## src/rtl/sample_router.sv

```systemverilog
// sample_router: pulls samples from a standard (non-FWFT) FIFO and hands each one to a single sink
// over a shared bus with one-hot enables. Define SAMPLE_ROUTER_HOLD_LAST_EN to re-deliver the last sample on underrun.
module sample_router #(
   parameter int BPS          = 24,
   parameter int NUM_OUT      = 3,
   parameter int SEL_W        = 2,
   parameter int FIFO_LATENCY = 1,
   parameter int CNT_W        = 16
) (
   input  logic               in_clk,
   input  logic               in_reset,
   input  logic [SEL_W-1:0]   in_mode,
   input  logic [BPS-1:0]     in_fifo_dout,
   input  logic               in_fifo_empty,
   input  logic               in_fifo_prog_empty,
   output logic               out_fifo_rd_en,
   input  logic [NUM_OUT-1:0] in_sink_ready,
   output logic [BPS-1:0]     out_sample,
   output logic [NUM_OUT-1:0] out_sink_en,
   output logic               out_active,
   output logic [CNT_W-1:0]   out_underrun_cnt
);

   typedef enum logic [1:0] {IDLE, FETCH, WAIT, PRESENT} state_t;

   localparam logic [1:0] WAIT_LAST = 2'(FIFO_LATENCY - 1);

   state_t             state;
   logic [SEL_W-1:0]   mode_q;
   logic [1:0]         wait_cnt;
   logic [NUM_OUT-1:0] sel;
   logic               ready_sel;
   logic               mode_ok;
   logic               deliver;

   // NOTE: every always_comb output gets a default before any conditional write, so no latch is inferred.
   always_comb begin
      sel = '0;
      for (int i = 0; i < NUM_OUT; i++) begin
         sel[i] = (int'(mode_q) == i);
      end
   end

   assign ready_sel = |(in_sink_ready & sel);
   assign mode_ok   = int'(in_mode) < NUM_OUT;
   assign deliver   = (state == PRESENT) && ready_sel;

   // The accept pulse is decoded from the state register and the selected ready level so the
   // sink sees it in the very cycle it raises ready; reset forces state to IDLE, clearing it at once.
   assign out_sink_en = deliver ? sel : '0;

   always_ff @(posedge in_clk or posedge in_reset) begin
      if (in_reset) begin
         state            <= IDLE;
         mode_q           <= '0;
         wait_cnt         <= '0;
         out_fifo_rd_en   <= 1'b0;
         out_sample       <= '0;
         out_active       <= 1'b0;
         out_underrun_cnt <= '0;
      end else begin
         out_fifo_rd_en <= 1'b0;
         case (state)
            IDLE: begin
               mode_q <= in_mode;
               if (mode_ok && !in_fifo_prog_empty) begin
                  state          <= FETCH;
                  out_fifo_rd_en <= 1'b1;
                  out_active     <= 1'b1;
               end
            end

            FETCH: begin
               state    <= WAIT;
               wait_cnt <= '0;
            end

            WAIT: begin
               if (wait_cnt == WAIT_LAST) begin
                  out_sample <= in_fifo_dout;
                  state      <= PRESENT;
               end else begin
                  wait_cnt <= wait_cnt + 2'd1;
               end
            end

            PRESENT: begin
               if (ready_sel) begin
                  if (in_mode != mode_q) begin
                     // Mode change wins over underrun and is only honoured after the held sample is out.
                     state      <= IDLE;
                     out_active <= 1'b0;
                  end else if (!in_fifo_empty) begin
                     state          <= FETCH;
                     out_fifo_rd_en <= 1'b1;
                  end else begin
                     if (out_underrun_cnt != '1) begin
                        out_underrun_cnt <= out_underrun_cnt + CNT_W'(1);
                     end
`ifdef SAMPLE_ROUTER_HOLD_LAST_EN
                     state <= PRESENT;
`else
                     state      <= IDLE;
                     out_active <= 1'b0;
`endif
                  end
               end
            end

            default: begin
               state      <= IDLE;
               out_active <= 1'b0;
            end
         endcase
      end
   end

`ifndef SYNTHESIS
   a_no_read_when_empty: assert property (@(posedge in_clk) disable iff (in_reset)
      out_fifo_rd_en |-> !in_fifo_empty);
   a_en_onehot: assert property (@(posedge in_clk) disable iff (in_reset)
      $onehot0(out_sink_en));
`endif

endmodule

```

## config.mk

```make
export PLATFORM = sky130hd
export DESIGN_NAME = sample_router
export DESIGN_NICKNAME = d
export VERILOG_FILES = /design/src/rtl/sample_router.sv
export SDC_FILE = /design/constraint.sdc
export NUM_CORES = 1
export LEC_CHECK = 0
export BUFFER_PORTS_ARGS = -buffer_cell sky130_fd_sc_hd__buf_2
export CAP_MARGIN = 0
export CORE_MARGIN = 5
export CORE_UTILIZATION = 49
export DETAILED_ROUTE_END_ITERATION = 10
export PLACE_DENSITY_LB_ADDON = 0.3
export RECOVER_POWER = 100
export SLEW_MARGIN = 20
export SYNTH_ARGS = -nofsm -noshare
export SYNTH_HDL_FRONTEND = slang
export SYNTH_SLANG_ARGS = --single-unit
```

## constraint.sdc

```tcl
create_clock -name in_clk -period 2.8 [get_ports in_clk]
set_clock_uncertainty 0.2 [all_clocks]
set_input_delay 0.28 -clock in_clk [delete_from_list [all_inputs] [get_ports in_clk]]
set_output_delay 0.28 -clock in_clk [all_outputs]
set_load 0.02 [all_outputs]
```

; ---- After elaboration in Yosys (flattened, before gate mapping)
; Index checks and enable logic that the tools add are counted.
[totals]
output_inout_bits = 45
latchBits = 0
rom_bits = 0
mem_count = 0
regBits = 48
in_bits = 33
ramBits = 0
[classes]
addsub = 2
n_reduce_logical = 14
order_cmp = 1
multipliers = 0
eq_ne = 12
mux = 19
n_div = 0
bitwise = 2
n_shift = 0
[op_table]
columns = op, n
row1 = $add 16x1->16 const B, 1
row2 = $ne 16x16->1 const B, 1
row3 = $mux 1, 10
row4 = $eq 2x2->1 const B, 4
row5 = $mux 2, 4
row6 = $ne 2x2->1 const B, 4
row7 = $pmux 2 s4, 1
row8 = $logic_not 2->1, 3
row9 = $reduce_and 5->1, 1
row10 = $pmux 1 s2, 2
row11 = $pmux 2 s2, 1
row12 = $reduce_and 2->1, 2
row13 = $reduce_and 4->1, 1
row14 = $reduce_bool 2->1, 2
row15 = $and 3x3->3, 1
row16 = $mux 3, 1
row17 = $ne 3x2->1 const B, 1
row18 = $reduce_and 3->1, 1
row19 = $reduce_or 3->1, 1
row20 = $add 2x1->2 const B, 1
row21 = $eq 2x1->1 const B, 1
row22 = $logic_and 1x1->1, 2
row23 = $lt 2x2->1 const B, 1
row24 = $ne 2x2->1, 1
row25 = other kinds (2), 2

; ---- Logic depth before layout (Yosys ltp)
; Gate-level depths: netlist of the first run.
[depth]
depth_word = 5
ltp_mapped = 7
ltp_nobuf = 6

; ---- Worst setup path after synthesis of the first run
; OpenSTA, ideal clock, no wires.
[synth_timing]
kind = register -> register
from = register out_underrun_cnt[0]
to = register out_underrun_cnt[13]
required_time_ns = 2.520
arrival_time_ns = 1.784
setup_slack_ns = 0.736
path_stages_with_launch = 8
path_buffers = 1
setup_ns = 0.080
synth_period_minus_slack_ns = 2.064
cell_sequence = dfrtp_1 > ha_1 > nand4_1 > nor4_1 > or3_1 > buf_2 > nor4_1 > xor2_1
[synth_between]
elab_chain_cells = 2
word_cells_on_any_way = 3
classes_between = add/sub: 1 / eq/ne: 1 / reduce/logical: 1
[synth_lines]
columns = item, line
row1 = "start, declared", 21  ; output logic [CNT_W-1:0] out_underrun_cnt
row2 = "start signal, assigned", 98  ; out_underrun_cnt <= out_underrun_cnt + CNT_W'(1);
row3 = "parallel branches: the longest is 2 deep, another holds $add 16x1->16", --
; Parallel ways; which one is timed is not known.
; A chain may end at the register's enable or synchronous reset.

; ---- Final worst setup path of the first run
[layout_timing]
from = register mode_q[0]
to = output out_sink_en[1]
[layout_between]
elab_chain_cells = 5
word_cells_on_any_way = 7
classes_between = eq/ne: 2 / mux: 1 / bitwise: 1 / reduce/logical: 3
[layout_lines]
columns = item, line
row1 = "start, declared", 29  ; logic [SEL_W-1:0] mode_q;
row2 = "start signal, assigned", 65  ; mode_q <= in_mode;
row3 = $eq 2x2->1 / $logic_not 2->1 (equally long branches), 40  ; sel[i] = (int'(mode_q) == i);
row4 = $and 3x3->3, 44  ; assign ready_sel = |(in_sink_ready & sel);
row5 = $reduce_or 3->1, 44
row6 = $logic_and 1x1->1, 46  ; assign deliver = (state == PRESENT) && ready_sel;
row7 = $mux 3 (*), 50  ; assign out_sink_en = deliver ? sel : '0;
row8 = "end, declared", 19  ; output logic [NUM_OUT-1:0] out_sink_en,
; Every way passes the cells marked *; elsewhere a longest branch is shown, timed or not.

==> results of run 1 <==
## kinds of logic (layout without fill, tap and decap cells)
logic type / after synthesis / count (layout) / share of synthesized area [%]
fa+ha+maj: 6 / 6 / 3.47
xor+xnor: 16 / 16 / 6.48
mux: 27 / 27 / 14.0
compound gates: 14 / 14 / 4.22
buf+inv: 11 / 96 / 2.66
flops: 48 / 48 / 55.5
simple gates: 59 / 59 / 13.7
## flip-flops by register name (all words and copies together) (netlist names)
signal	cells
out_sample	24
wait_cnt	2
out_underrun_cnt	16
out_fifo_rd_en	1
mode_q	2
out_active	1
state	2
## layer usage
layer  vias up  track usage (%)  part of all wire [%]
met4         0             4.55                   1.0
met2        44             26.3                    49
met3         6             5.79                   6.3
met5         -                0                     0
li1        797                -                     -
met1       804             18.3                    43
## worst paths after layout
path,start,to,cells after the start
setup / recovery,mode_q[0],out_sink_en[1],5
hold / removal,in_fifo_dout[22],out_sample[22],2
setup reg to reg,state[0],out_underrun_cnt[13],5
hold reg to reg,out_sample[17],out_sample[17],1
max in group asynchronous,in_reset,out_sample[3],3
min in group asynchronous,in_reset,out_sample[8],3
## timing repair
item / in CTS / in global routing
buffers inserted: 0 / 0
endpoints found under the hold margin: 3 / 48
hold buffers: 3 / 1
setup endpoints to repair: 0 / 0
## placed cells by master (no fill, tap or decap), drive strengths merged
master	n
a21oi	4
a22o	1
a311oi	1
a31o	1
a31oi	1
a32oi	1
and3	2
and4	1
buf	31
bufinv	1
clkbuf	53
clkinv	2
dfrtp	48
dlygate4sd3	4
ha	6
inv	5
mux2	26
mux2i	1
nand2	16
nand2b	1
nand3	6
nand3b	1
nand4	6
nor2	10
nor2b	1
nor3	7
nor3b	2
nor4	4
o211ai	1
o21a	1
o21ai	3
or3	1
or4	1
xnor2	8
xor2	8
## worst max-delay path, delay by kind of cell, from the launching register on
| kind | cells | cell delay, ns |
|---|---|---|
| buf+inv | 1 | 0.27 |
| simple gates | 2 | 0.36 |
| compound gates | 1 | 0.24 |
| mux | 1 | 0.17 |
| flops | 1 | 0.46 |
## final cells by class
class	count	share of cell area, %
clock buffers	6	2.71
clock inverters	2	1.31
inverters	6	0.889
multi-input cells	122	33.8
flip-flops and latches	48	44.9
well taps	52	2.43
repair buffers	82	13.9
## per-stage QoR
step | utilization [%] | std cells
after floorplan | - | 181
after global placement | 59.8 | 306
after detailed placement | 59.8 | 306
after CTS | 63.0 | 317
after global routing | 61.9 | 318
final | 61.9 | 318
## synth_stat cells
library cell / instances / area [um2]
sky130_fd_sc_hd__nor3_1: 7 / 35.0
sky130_fd_sc_hd__a31o_2: 1 / 8.76
sky130_fd_sc_hd__and3_1: 2 / 12.5
sky130_fd_sc_hd__clkbuf_1: 2 / 7.51
sky130_fd_sc_hd__a22o_1: 1 / 8.76
sky130_fd_sc_hd__nor2b_1: 1 / 6.26
sky130_fd_sc_hd__xnor2_1: 8 / 70.1
sky130_fd_sc_hd__nand3_1: 6 / 30.0
sky130_fd_sc_hd__a311oi_1: 1 / 8.76
sky130_fd_sc_hd__o211ai_1: 1 / 7.51
sky130_fd_sc_hd__a31oi_1: 1 / 6.26
sky130_fd_sc_hd__nor3b_1: 2 / 15.0
sky130_fd_sc_hd__nand2_1: 16 / 60.1
sky130_fd_sc_hd__o21ai_0: 3 / 15.0
sky130_fd_sc_hd__buf_6: 2 / 22.5
sky130_fd_sc_hd__nand2b_1: 1 / 6.26
sky130_fd_sc_hd__a21oi_1: 4 / 20.0
sky130_fd_sc_hd__a32oi_1: 1 / 8.76
sky130_fd_sc_hd__nand3b_1: 1 / 7.51
sky130_fd_sc_hd__or4_1: 1 / 7.51
sky130_fd_sc_hd__and4_1: 1 / 8.76
sky130_fd_sc_hd__buf_2: 1 / 5.00
sky130_fd_sc_hd__xor2_1: 8 / 70.1
sky130_fd_sc_hd__o21a_1: 1 / 7.51
sky130_fd_sc_hd__nor4_1: 4 / 25.0
sky130_fd_sc_hd__dfrtp_1: 48 / 1200
sky130_fd_sc_hd__nand4_1: 6 / 37.5
sky130_fd_sc_hd__mux2_2: 26 / 293
sky130_fd_sc_hd__nor2_1: 10 / 37.5
sky130_fd_sc_hd__inv_1: 6 / 22.5
sky130_fd_sc_hd__mux2i_1: 1 / 10.0
sky130_fd_sc_hd__or3_1: 1 / 6.26
sky130_fd_sc_hd__ha_1: 6 / 75.1
## power by group through the flow
stage | logic, W | clock network, W | registers (W)
2_1_floorplan | 0.000604 | 0 | 0.00131
3_3_place_gp | 0.00113 | 0 | 0.00107
3_5_place_dp | 0.00115 | 0 | 0.00109
4_1_cts | 0.00116 | 0.000507 | 0.00107
5_1_grt | 0.00119 | 0.000532 | 0.00112
6_report | 0.00108 | 0.000487 | 0.00108
==> results.md, run 1 <==
- Across all register-to-register paths, the minimum setup slack is around 0.56 ns.
- The post-route minimum period is about 2.3 ns.
- In this run, synthesis produced a sequential element count of 48.
- When the netlist entered floorplanning its net count stood at 220.
- Routability-driven placement finished with a final weighted congestion of approximately 0.82.
- Synthesis handed over a netlist of 181 instances.
- The sequential area share after synthesis is 55.5%.
- The die is approximately 76 um wide.
- The transition time at the pin with the least slew margin is 0.796 ns.
- The via count of the first global-routing pass is between 1.5k and 2k.
- The maximum ir drop on the vdd rail is ~0.55 mV.
- The height of the die is 76.4 um.
- The total wirelength of the detailed-routed design is 4490 um.
- The instance area after placement is about 0.0026 mm2.
- The max-slew violation count is 0.
- The number of inserted filler cells in the final layout is 401.
- Data arrives at the worst endpoint at 1.80 ns.
- In the final layout, the share of cells above drive strength 1 is 25.2%.
- The final critical-path share of the clock period is between 80% and 90%.
- The flow ran to the end, and the final reports show no timing, DRC or antenna violations.
- Yosys mapped the design onto 33 distinct sky130hd cell types.
- Across all setup checks in the final design, the least slack found is about 0.52 ns.
- The first-pass GRT wire length is 7640 um.
- The signal on the critical path passes through mux2i_1 > o21ai_0 > nand2_1 > nor3b_1 > clkbuf_1.
- The number of hold-slack violations in the final timing report is 0.
- The tree is rooted in a sky130_fd_sc_hd__clkbuf_8.
- The worst setup path is captured at an output pin.
- The startpoint class of the critical path is a register.
- The path class of the tightest hold or removal check is input port to register.
- The cell leakage power is 1.20 nW.
- The total overflow left after global routing is 0.
- Clock-pin slew was measured on the worst setup and hold paths at 0.08 ns.
- The starting density of the core is 50.0%.
- Buffers placed on the I/O ports in this run total 77.
- Setup violations remaining at the end of the flow were counted as 0.
- The analysis attributes to net switching a power of 0.00101 W.
- The largest individual stage delay along the critical path comes from the cell sky130_fd_sc_hd__dfrtp_1.
- The floorplan core area is 0.00432 mm2.
- The pin count of the biggest net entering global routing is between 40 and 50.
- The number of cells upsized or downsized after cts is 0.
- The aggregate negative setup slack is 0 ns.
- The largest single stage delay on the critical path is 0.46 ns.
- The number of nets at the end of the flow is 304.
- The number of buffers between clock root and the deepest sink is 2.
- Across all layers, the routed design uses 1651 vias.
- Counting the buffers created by CTS gives 5.
- For this run, the number of Yosys warnings is 0.
- The first detailed-routing pass took 4 iterations.
- The area of the multi-input gates is 905 um2.
- The critical path is of the register to output pin type.
- Once layout is done, the placed cells without fillers occupy 0.00268 mm2.
- The initial DRC count is 70.
- The area growth from synthesis to final layout is 23.7%.
- The sequential cell fraction of total power is between 40% and 50%.
- The total of max-cap violations is 0.
- In this run the worst path has a maximum fanout of 7.
- The area enclosed by the die boundary is a little under 0.006 mm2.
- The post-route DRC violation count is 0.
- Prior to clock tree synthesis, the placed netlist has a worst setup slack of 0.594 ns.
- For this design the top-level I/O count stands at 78.
- The count of nets left with antenna violations after detail routing is 0.
- Counting every sink on the clock net gives 48.
- After detailed routing, the number of vias per cell comes to 5.19.
- The relative max-transition margin is 46.9%.
- Net switching is 38.0% of the power.
- Dividing total power by cell area gives a power density of 990 mW/mm2.
- The total standard cell area after synthesis is 0.00216 mm2.
- The clock tree from TritonCTS is done.
- The CTS H-tree depth is 2.
- The number of antenna violations at the first check in global routing is 0.
- Dividing the detail-routed wire length by the instance count gives approximately 14 um.
- The final hold slack is 0.0148 ns.
- The cell-internal power is between 0.0015 and 0.002 W.
- Setup repair after global routing left no endpoint under its margin.
- In the final layout, flip-flops and latches occupy 0.00120 mm2.
- The mean instance size in the synthesized netlist is around 12 um2.
- The part of the power in the clock network is roughly 18%.
- The combinational cell fraction of total power is 40.9%.
- The post-detailed-placement half-perimeter wirelength is 3350 um.
- The antenna diode count is 0.
- Summing internal, switching and leakage power gives 0.00265 W.
- The fmax is 439 MHz.
- The clock network latency to the later pin of the worst-skew pair is roughly 0.29 ns.
- The data required time at the worst endpoint is 2.32 ns.
- The overall fraction of global-route tracks in use is 15.5%.
- In this run the core area contains 24 standard-cell rows.
No activity file was read; power rests on OpenSTA's default activity.
==> run 2: changes to the inputs <==
Settings changed: ABC_AREA set to 1, CORE_UTILIZATION 49 to 46.
Clock period 2.8 ns to 1.8 ns, I/O delays scaled along.
==> results.md, run 2 <==
- The number of hold-slack violations in the final timing report came to 0 (unchanged).
- Setup repair after global routing could not meet its margin everywhere.
- The number of sinks on the clock net is 48 (unchanged).
- The clock buffer count from CTS is 5 (unchanged).
- Based on the critical path, the design can be clocked at up to 531 MHz.
- The part of the power in the clock network is 17.4% (-1.0 points).
- The maximum ir drop on the vdd rail came to 1.03 mV (+90%).
- The number of enable flip-flop cells after synthesis is 0 (unchanged).
- The buffers plus inverters on the worst setup path is 3 (+2).
- In the layout the commonest cells are sky130_fd_sc_hd__nand2_1, sky130_fd_sc_hd__dfrtp_1, sky130_fd_sc_hd__clkbuf_1.
- The total standard cell area after synthesis is 0.00246 mm2 (+14%).
- The number of I/O pins came to 78 (unchanged).
- The count of nets left with antenna violations after detail routing is 0 (unchanged).
- The startpoint class of the critical path is a register.
- The final-report setup violation count is 19 (+19).
- The cell total after placement is 476 (+56%).
- The total of max-cap violations came to 0 (unchanged).
- The number of inserted filler cells in the final layout is 457 (+14%).
- The overall fraction of global-route tracks in use is 20.0% (+4.4 points).
- The cell leakage power was 1.87 nW (+56%).
- The via count of the routed design came to 2642 (+60%).
- The worst slack after detailed placement is -0.0303 ns (-0.624 ns).
- The floorplan core area was 0.00514 mm2 (+19%).
- The worst-path cell with the longest stage delay is sky130_fd_sc_hd__dfrtp_2.
- The share of synthesized flip-flops with an asynchronous set or reset is 100% (unchanged).
- The final reports fail on negative setup slack.
- The last weighted congestion value of the routability-driven placer was 0.910 (+11%).
- The mean routed wirelength per cell is 14.2 um (+0.39%).
- The count of yosys warnings during synthesis is 0 (unchanged).
- The via count of the first global-routing pass is 2476 (+49%).
- The clock network latency to the later pin of the worst-skew pair is 0.30 ns (about the same).
- In this run the critical register-to-register path is launched from mode_q[0].
- The area growth from synthesis to layout is 50.8%.
- The switching power summed over all nets came to 0.00213 W (+110%).
- The combinational cell fraction of total power came to 48.0% (+7.1 points).
- The total wirelength of the detailed-routed design was 7570 um (+69%).
- The number of cells in the finished layout apart from fillers came to 534 (+68%).
- The switching part of the total power is 44.1% (+6.1 points).
- The post-route minimum period is 1.88 ns.
- The largest total area in the synthesized netlist belongs to sky130_fd_sc_hd__dfrtp_1.
- In the post-synthesis netlist, the cell with the most instances is sky130_fd_sc_hd__nand2_1.
- The post-synth net total is 356 (+62%).
- The post-detailed-placement half-perimeter wirelength is 4550 um (+36%).
- The tree is rooted in a sky130_fd_sc_hd__clkbuf_8.
- The critical path arrival was 1.88 ns (+0.08 ns).
- The library cell used most frequently in the layout, excluding fill and tap cells, is sky130_fd_sc_hd__nand2_1.
- The area enclosed by the die boundary is 0.00690 mm2 (+18%).
- In this run the most critical hold path is launched from wait_cnt[0].
- The mean instance size in the synthesized netlist came to 7.75 um2 (-35%).
- The initial DRC count is 208 (+200%).
- The starting density of the core came to 47.8% (-2.2 points).
- Yosys attributes the largest share of cell area to sky130_fd_sc_hd__dfrtp_1, sky130_fd_sc_hd__nand2_1, sky130_fd_sc_hd__nand3_1.
- Walking the worst path, the cells encountered are inv_2 > nand3_2 > nand3_2 > nand2_4 > buf_4 > nor2_4 > buf_4 > nand2_4 > nand2_1 > nand2_1.
- The cell-internal power is 0.00269 W (+64%).
- The sequential area share after synthesis is 48.9% (-6.6 points).
- The path category of the worst min-delay check is register to register.
- The CTS H-tree depth is 2 (unchanged).
- The maximum fanout along the worst path is 8 (+1).
- The hold path endpoint is wait_cnt[0].
- The largest stage delay on the critical path is 0.45 ns (about the same).
- The first-pass GRT wire length came to 11500 um (+51%).
- The end of the worst register-to-register path is out_underrun_cnt[12].
- The height of the die came to 83.1 um (+8.7%).
- The area of the multi-input gates was 0.00127 mm2 (+40%).
- The worst-case register-to-register setup slack is -0.08 ns (-0.64 ns).
- The area occupied by registers is 0.00120 mm2 (+0.31%).
- The number of nets at the end of the flow is 501 (+65%).
- The transition time at the pin with the least slew margin came to 0.706 ns (-0.0903 ns).
- The family of cells with the greatest summed delay on the critical path is simple AND/OR/NAND/NOR gates.
- The end-of-flow core utilization is 72.1% (+10 points).
- The area share of the largest cell type after synthesis came to 48.9% (-6.6 points).
- The number of storage elements in the synthesis netlist is 48 (unchanged).
- The pin count of the biggest net entering global routing is 25 (-49%).
- TritonCTS built the clock tree.
- For this run, the leading register cell type out of synthesis is sky130_fd_sc_hd__dfrtp_1.
- The post-route DRC violation count is 0 (unchanged).
- The x dimension of the die is 83.1 um (+8.7%).
- The aggregate negative setup slack is -1.15 ns (-1.15 ns).
- The data required time at the worst endpoint came to 1.80 ns (-0.52 ns).
- The power per standard cell area is 1300 mW/mm2 (+32%).
- The max-slew violation count came to 0 (unchanged).
- The gate count after technology mapping is 317 (+75%).
- The register clock-pin slew on the reported worst setup and hold paths was 0.09 ns (about the same).
- The final critical-path share of the clock period is 105%.
- The share of layout cells above drive strength 1 is 25.1% (-0.13 points).
- STA classifies the critical path endpoint as a register.
- The largest registers in the layout are out_sample x24, out_underrun_cnt x16.
- The run finished, with violations left.
- The number of cells traversed by the worst hold path is 2 (unchanged).
- The sequential cell fraction of total power is 34.6% (-6.1 points).
- The number of flip-flops in the largest register is 24 (unchanged).
- The worst reg-to-reg path cell count is 10 (+5).
- The setup path with the least slack is of type register to register.
- The via density per instance is 4.95 (-4.7%).
- The total congestion overflow after global routing is 0 (unchanged).
- The relative max-transition margin came to 52.9% (+6.0 points).
- The number of buffers between clock root and the deepest sink is 2 (unchanged).
- The number of detailed-route iterations in the first pass is 4 (unchanged).
- The number of library cell types mapped by synthesis came to 23 (-30%).
- The placement row count is 26 (+8.3%).
- The number of port buffers was 77 (unchanged).
- By count the netlist is led by sky130_fd_sc_hd__nand2_1, sky130_fd_sc_hd__dfrtp_1, sky130_fd_sc_hd__nand3_1, sky130_fd_sc_hd__inv_1, sky130_fd_sc_hd__nor2_1.
- The register with the most flip-flops in the final layout is out_sample.
- The post-layout worst setup margin was -0.0849 ns (-0.605 ns).
- The number of antenna violations at the first check in global routing came to 1 (+1).
-- run 2: cell count changes after synthesis, moves of 4 or more --
cell,before,now
sky130_fd_sc_hd__mux2_2,26,0
sky130_fd_sc_hd__o21ai_0,3,7
sky130_fd_sc_hd__nor3_1,7,3
sky130_fd_sc_hd__nor2_1,10,19
sky130_fd_sc_hd__nor4_1,4,0
sky130_fd_sc_hd__xor2_1,8,3
sky130_fd_sc_hd__nand3_1,6,32
sky130_fd_sc_hd__inv_1,6,21
sky130_fd_sc_hd__nand2_1,16,146
-- run 2: final cells by class --
| cell class | instances | area share (%) |
|---|---|---|
| clock buffer | 6 | 2.23 |
| antenna | 1 | 0.0676 |
| tap | 70 | 2.36 |
| timing repair buffer | 142 | 24.9 |
| sequential | 48 | 32.5 |
| multi-input combinational | 242 | 34.3 |
| timing repair inverter | 2 | 0.338 |
| inverter | 21 | 2.23 |
| clock inverter | 2 | 1.05 |
-- run 2: metrics by stage --
stage / area, um2 / hold slack, ns / total power, W
2_1_floorplan: 2460 / 0.0896 / 0.00293
3_3_place_gp: 3040 / -0.0109 / 0.00350
3_5_place_dp: 3040 / -0.00196 / 0.00357
4_1_cts: 3540 / 0.149 / 0.00457
5_1_grt: 3700 / 0.314 / 0.00515
6_report: 3700 / 0.279 / 0.00482
-- run 2: tightest hold or removal path, stage by stage, from the launching register on --
cell,delay (ns)
sky130_fd_sc_hd__dfrtp_1,0.35
sky130_fd_sc_hd__nand2_1,0.05
sky130_fd_sc_hd__nand2_1,0.05
-- run 2: worst max-delay path by stage --
| stage | to | from | slack (ns) | depth (start not counted) |
|---|---|---|---|---|
| 2_1_floorplan | out_underrun_cnt[7] | out_underrun_cnt[0] | 0.01 | 7 |
| 5_1_grt | out_sink_en[1] | mode_q[0] | -0.14 | 6 |
| 4_1_cts | out_sink_en[2] | mode_q[1] | -0.03 | 6 |
| 3_5_place_dp | out_underrun_cnt[12] | out_underrun_cnt[0] | -0.03 | 7 |
| 6_report | out_underrun_cnt[12] | mode_q[0] | -0.08 | 10 |
| 3_3_place_gp | out_underrun_cnt[7] | out_underrun_cnt[1] | -0.03 | 7 |
-- run 2: power by group through the flow --
| stage | logic (W) | registers (W) | clock network, W |
|---|---|---|---|
| 6_report | 0.00231 | 0.00167 | 0.000839 |
| 5_1_grt | 0.00254 | 0.00171 | 0.000897 |
| 4_1_cts | 0.00207 | 0.00165 | 0.000857 |
| 3_5_place_dp | 0.00191 | 0.00166 | 0 |
| 3_3_place_gp | 0.00184 | 0.00167 | 0 |
| 2_1_floorplan | 0.000882 | 0.00204 | 0 |
-- run 2: per-layer routing --
layer	GRT usage (%)	part of all wire, %
met1	24.7	42
met2	35.0	51
met3	4.55	5.1
met4	5.35	2.0
met5	0	0
-- run 2: what timing repair did --
action                     4_1_cts  5_1_grt
setup buffers                    6       10
hold endpoints to repair        44        0
pin swaps                        1       10
gates resized for setup          8       31
hold buffers                    29        0
setup endpoints to repair       22       43
gates cloned                     0        4
-- run 2: kinds of logic after synthesis --
logic type,Yosys count,synth area share (%)
and+or+nand+nor,214,37.4
DFF,48,48.9
buffers and inverters,28,4.79
AOI/OAI and AO/OA,12,2.60
xor gates and xnor gates,9,3.21
adders and majority gates,6,3.06
==> run 3: changes to the inputs <==
Settings changed: PLACE_DENSITY set to 0.82, PLACE_DENSITY_LB_ADDON 0.3 to not set.
==> results.md, run 3 (synthesis gave the netlist of run 2 again) <==
- The final critical-path share of the clock period is 102% (-2.6 points).
- The end-of-flow core utilization came to 72.1% (about the same).
- The most numerous cell type found on the critical path is sky130_fd_sc_hd__nand3_4.
- STA classifies the critical path endpoint as an output pin.
- The total congestion overflow after global routing is 0 (unchanged).
- Leaving out fill and tap cells, the most frequent cell in the layout is sky130_fd_sc_hd__nand2_1.
- The largest registers in the layout are out_sample x24, out_underrun_cnt x16.
- The combinational cell fraction of total power is 49.4% (+1.4 points).
- The number of inserted filler cells in the final layout came to 396 (-13%).
- The area growth from synthesis to final layout is 50.8% (about the same).
- The number of port buffers was 77 (unchanged).
- The fmax is 544 MHz (+2.5%).
- The switching power summed over all nets is 0.00218 W (+2.6%).
- The last weighted congestion value of the routability-driven placer is 0.862 (-5.3%).
- The via count of the routed design is 2710 (+2.6%).
- The critical path goes through inv_4 > nand3_4 > nand3_4 > nand2_8 > nor3_4 > buf_6.
- The worst reg-to-reg path cell count is 7 (-3).
- The switching part of the total power was 44.5% (+0.35 points).
- The mean routed wirelength per cell is 14.6 um (+3.2%).
- The relative max-transition margin is 66.9% (+14 points).
- The antenna diode count is 0 (-1).
- The area enclosed by the die boundary is 0.00690 mm2 (unchanged).
- The number of sinks on the clock net is 48 (unchanged).
- The clock tree from TritonCTS is done.
- The maximum fanout along the worst path was 4 (-4).
- The part of the power in the clock network is 16.4% (-1.0 points).
- The initial DRC count was 233 (+12%).
- The clock network latency to the later pin of the worst-skew pair was 0.30 ns (about the same).
- The overall fraction of global-route tracks in use is 21.3% (+1.4 points).
- out_sample holds more flip-flops than any other register.
- The number of nets at the end of the flow was 500 (-0.20%).
- The number of flip-flops in the largest register is 24 (unchanged).
- The first-pass GRT wire length is 12400 um (+7.0%).
- The CTS H-tree depth is 2 (unchanged).
- In the layout the commonest cells are sky130_fd_sc_hd__nand2_1, sky130_fd_sc_hd__dfrtp_1, sky130_fd_sc_hd__clkbuf_1.
- STA classifies the critical path startpoint as a register.
- The share of layout cells above drive strength 1 is 23.2% (-1.9 points).
- The post-detailed-placement half-perimeter wirelength is 4680 um (+3.0%).
- The total power of the final layout was 0.00491 W (+1.8%).
- Setup repair after global routing could not meet its margin everywhere.
- The number of antenna violations at the first check in global routing came to 0 (-1).
- The starting density of the core is 47.8% (unchanged).
- The height of the die came to 83.1 um (unchanged).
- The via count of the first global-routing pass is 2707 (+9.3%).
- The largest stage delay on the critical path is 0.45 ns (about the same).
- The final reports fail on negative setup slack.
- The count of nets left with antenna violations after detail routing was 0 (unchanged).
- The worst register-to-register path ends at out_underrun_cnt[7].
- The via density per instance is 5.09 (+3.0%).
- The cell leakage power is 1.87 nW (about the same).
- The max-slew violation count is 0 (unchanged).
- The floorplan core area is 0.00514 mm2 (unchanged).
- The number of I/O pins is 78 (unchanged).
- The number of detailed-route iterations in the first pass was 5 (+1).
- The data required time at the worst endpoint is 1.42 ns (-0.38 ns).
- The critical path arrival is 1.46 ns (-0.42 ns).
- The total of max-cap violations is 0 (unchanged).
- The post-route minimum period is 1.84 ns (-0.0463 ns).
- The maximum ir drop on the vdd rail is 0.802 mV (-22%).
- The number of hold-slack violations in the final timing report is 0 (unchanged).
- The root buffer cell is sky130_fd_sc_hd__clkbuf_8.
- The final-report setup violation count was 1 (-18).
- The worst-path cell with the longest stage delay is sky130_fd_sc_hd__dfrtp_2.
- The placement row count came to 26 (unchanged).
- The flow ran to the end, but the final reports show violations.
- The cell-internal power was 0.00273 W (+1.1%).
- The post-route DRC violation count came to 0 (unchanged).
- The number of buffers between clock root and the deepest sink was 2 (unchanged).
- The clock buffer count from CTS is 5 (unchanged).
- The type of the worst setup path is register to output pin.
- The total wirelength of the detailed-routed design was 7790 um (+2.8%).
- The number of cells in the finished layout apart from fillers is 532 (-0.37%).
- The x dimension of the die was 83.1 um (unchanged).
- The post-layout worst setup margin came to -0.0386 ns (+0.0463 ns).
- The launch instance of the worst register-to-register path is mode_q[1].
- The path category of the worst min-delay check is input port to asynchronous set/reset pin.
- The power per standard cell area is 1320 mW/mm2 (+1.7%).
- The sequential cell fraction of total power is 34.2% (-0.4 points).
- The worst-case register-to-register setup slack is 0.02 ns (+0.10 ns).
- The pin count of the biggest net entering global routing came to 28 (+12%).
- The cell total after placement came to 480 (+0.84%).
- The transition time at the pin with the least slew margin is 0.496 ns (-0.209 ns).
- The register clock-pin slew on the reported worst setup and hold paths is 0.09 ns (about the same).
[run 3: changes by cell type in the layout (fill, tap and decap cells not counted), sizes merged]
cell and delta:
nand2 -1, diode -1, clkinvlp -2, buf +4
clkbuf -3, inv +1
[run 3: how the worst max path moves through the flow]
stage | slack, ns | start | cells after the start | endpoint
3_5_place_dp | 0.10 | out_underrun_cnt[0] | 7 | out_underrun_cnt[2]
3_3_place_gp | 0.15 | out_underrun_cnt[0] | 7 | out_underrun_cnt[1]
6_report | -0.04 | mode_q[1] | 6 | out_sink_en[1]
4_1_cts | 0.007 | mode_q[1] | 6 | out_sink_en[0]
5_1_grt | -0.09 | mode_q[1] | 6 | out_sink_en[1]
2_1_floorplan | 0.01 | out_underrun_cnt[0] | 7 | out_underrun_cnt[7]
[run 3: repair_timing]
| action | CTS | global route |
|---|---|---|
| gates resized for setup | 10 | 24 |
| setup buffers | 7 | 8 |
| hold buffers | 29 | 0 |
| pin swaps | 1 | 4 |
| hold endpoints to repair | 75 | 0 |
| setup endpoints to repair | 3 | 19 |
[run 3: final cells by class]
cell class | instances | area, um2 | area share [%]
timing repair buffer | 144 | 953 | 25.7
inverter | 21 | 86.3 | 2.33
clock inverter | 3 | 46.3 | 1.25
multi-input combinational | 241 | 1260 | 33.9
tap | 70 | 87.6 | 2.36
clock buffer | 5 | 68.8 | 1.86
sequential | 48 | 1210 | 32.6
[run 3: worst max-delay path, delay by kind of cell, from the launching register on]
family | cells | cell delay (ns)
and+or+nand+nor | 4 | 0.46
buffers and inverters | 2 | 0.25
DFF | 1 | 0.45
[run 3: power by group through the flow]
stage	clock network, W	registers (W)	logic [W]
2_1_floorplan	0	0.00204	0.000882
3_3_place_gp	0	0.00166	0.00191
3_5_place_dp	0	0.00166	0.00197
4_1_cts	0.000832	0.00164	0.00219
5_1_grt	0.000871	0.00172	0.00263
6_report	0.000804	0.00168	0.00242
[run 3: through the flow]
step           area, um2  hold slack, ns  setup WS, ns  TNS, ns
2_1_floorplan       2460          0.0896        0.0145        0
3_3_place_gp        3110         -0.0528         0.154        0
3_5_place_dp        3110         -0.0477         0.102        0
4_1_cts             3600           0.155       0.00675        0
5_1_grt             3700           0.285       -0.0921   -0.465
6_report            3700           0.269       -0.0386  -0.0386
[run 3: routing by layer]
| layer | track usage (%) | vias up | wire (um) |
|---|---|---|---|
| met5 | 0 | - | 0 |
| met2 | 37.4 | 132 | 4070 |
| met3 | 4.95 | 25 | 463 |
| li1 | - | 1295 | - |
| met1 | 25.6 | 1258 | 2960 |
| met4 | 7.43 | 0 | 286 |
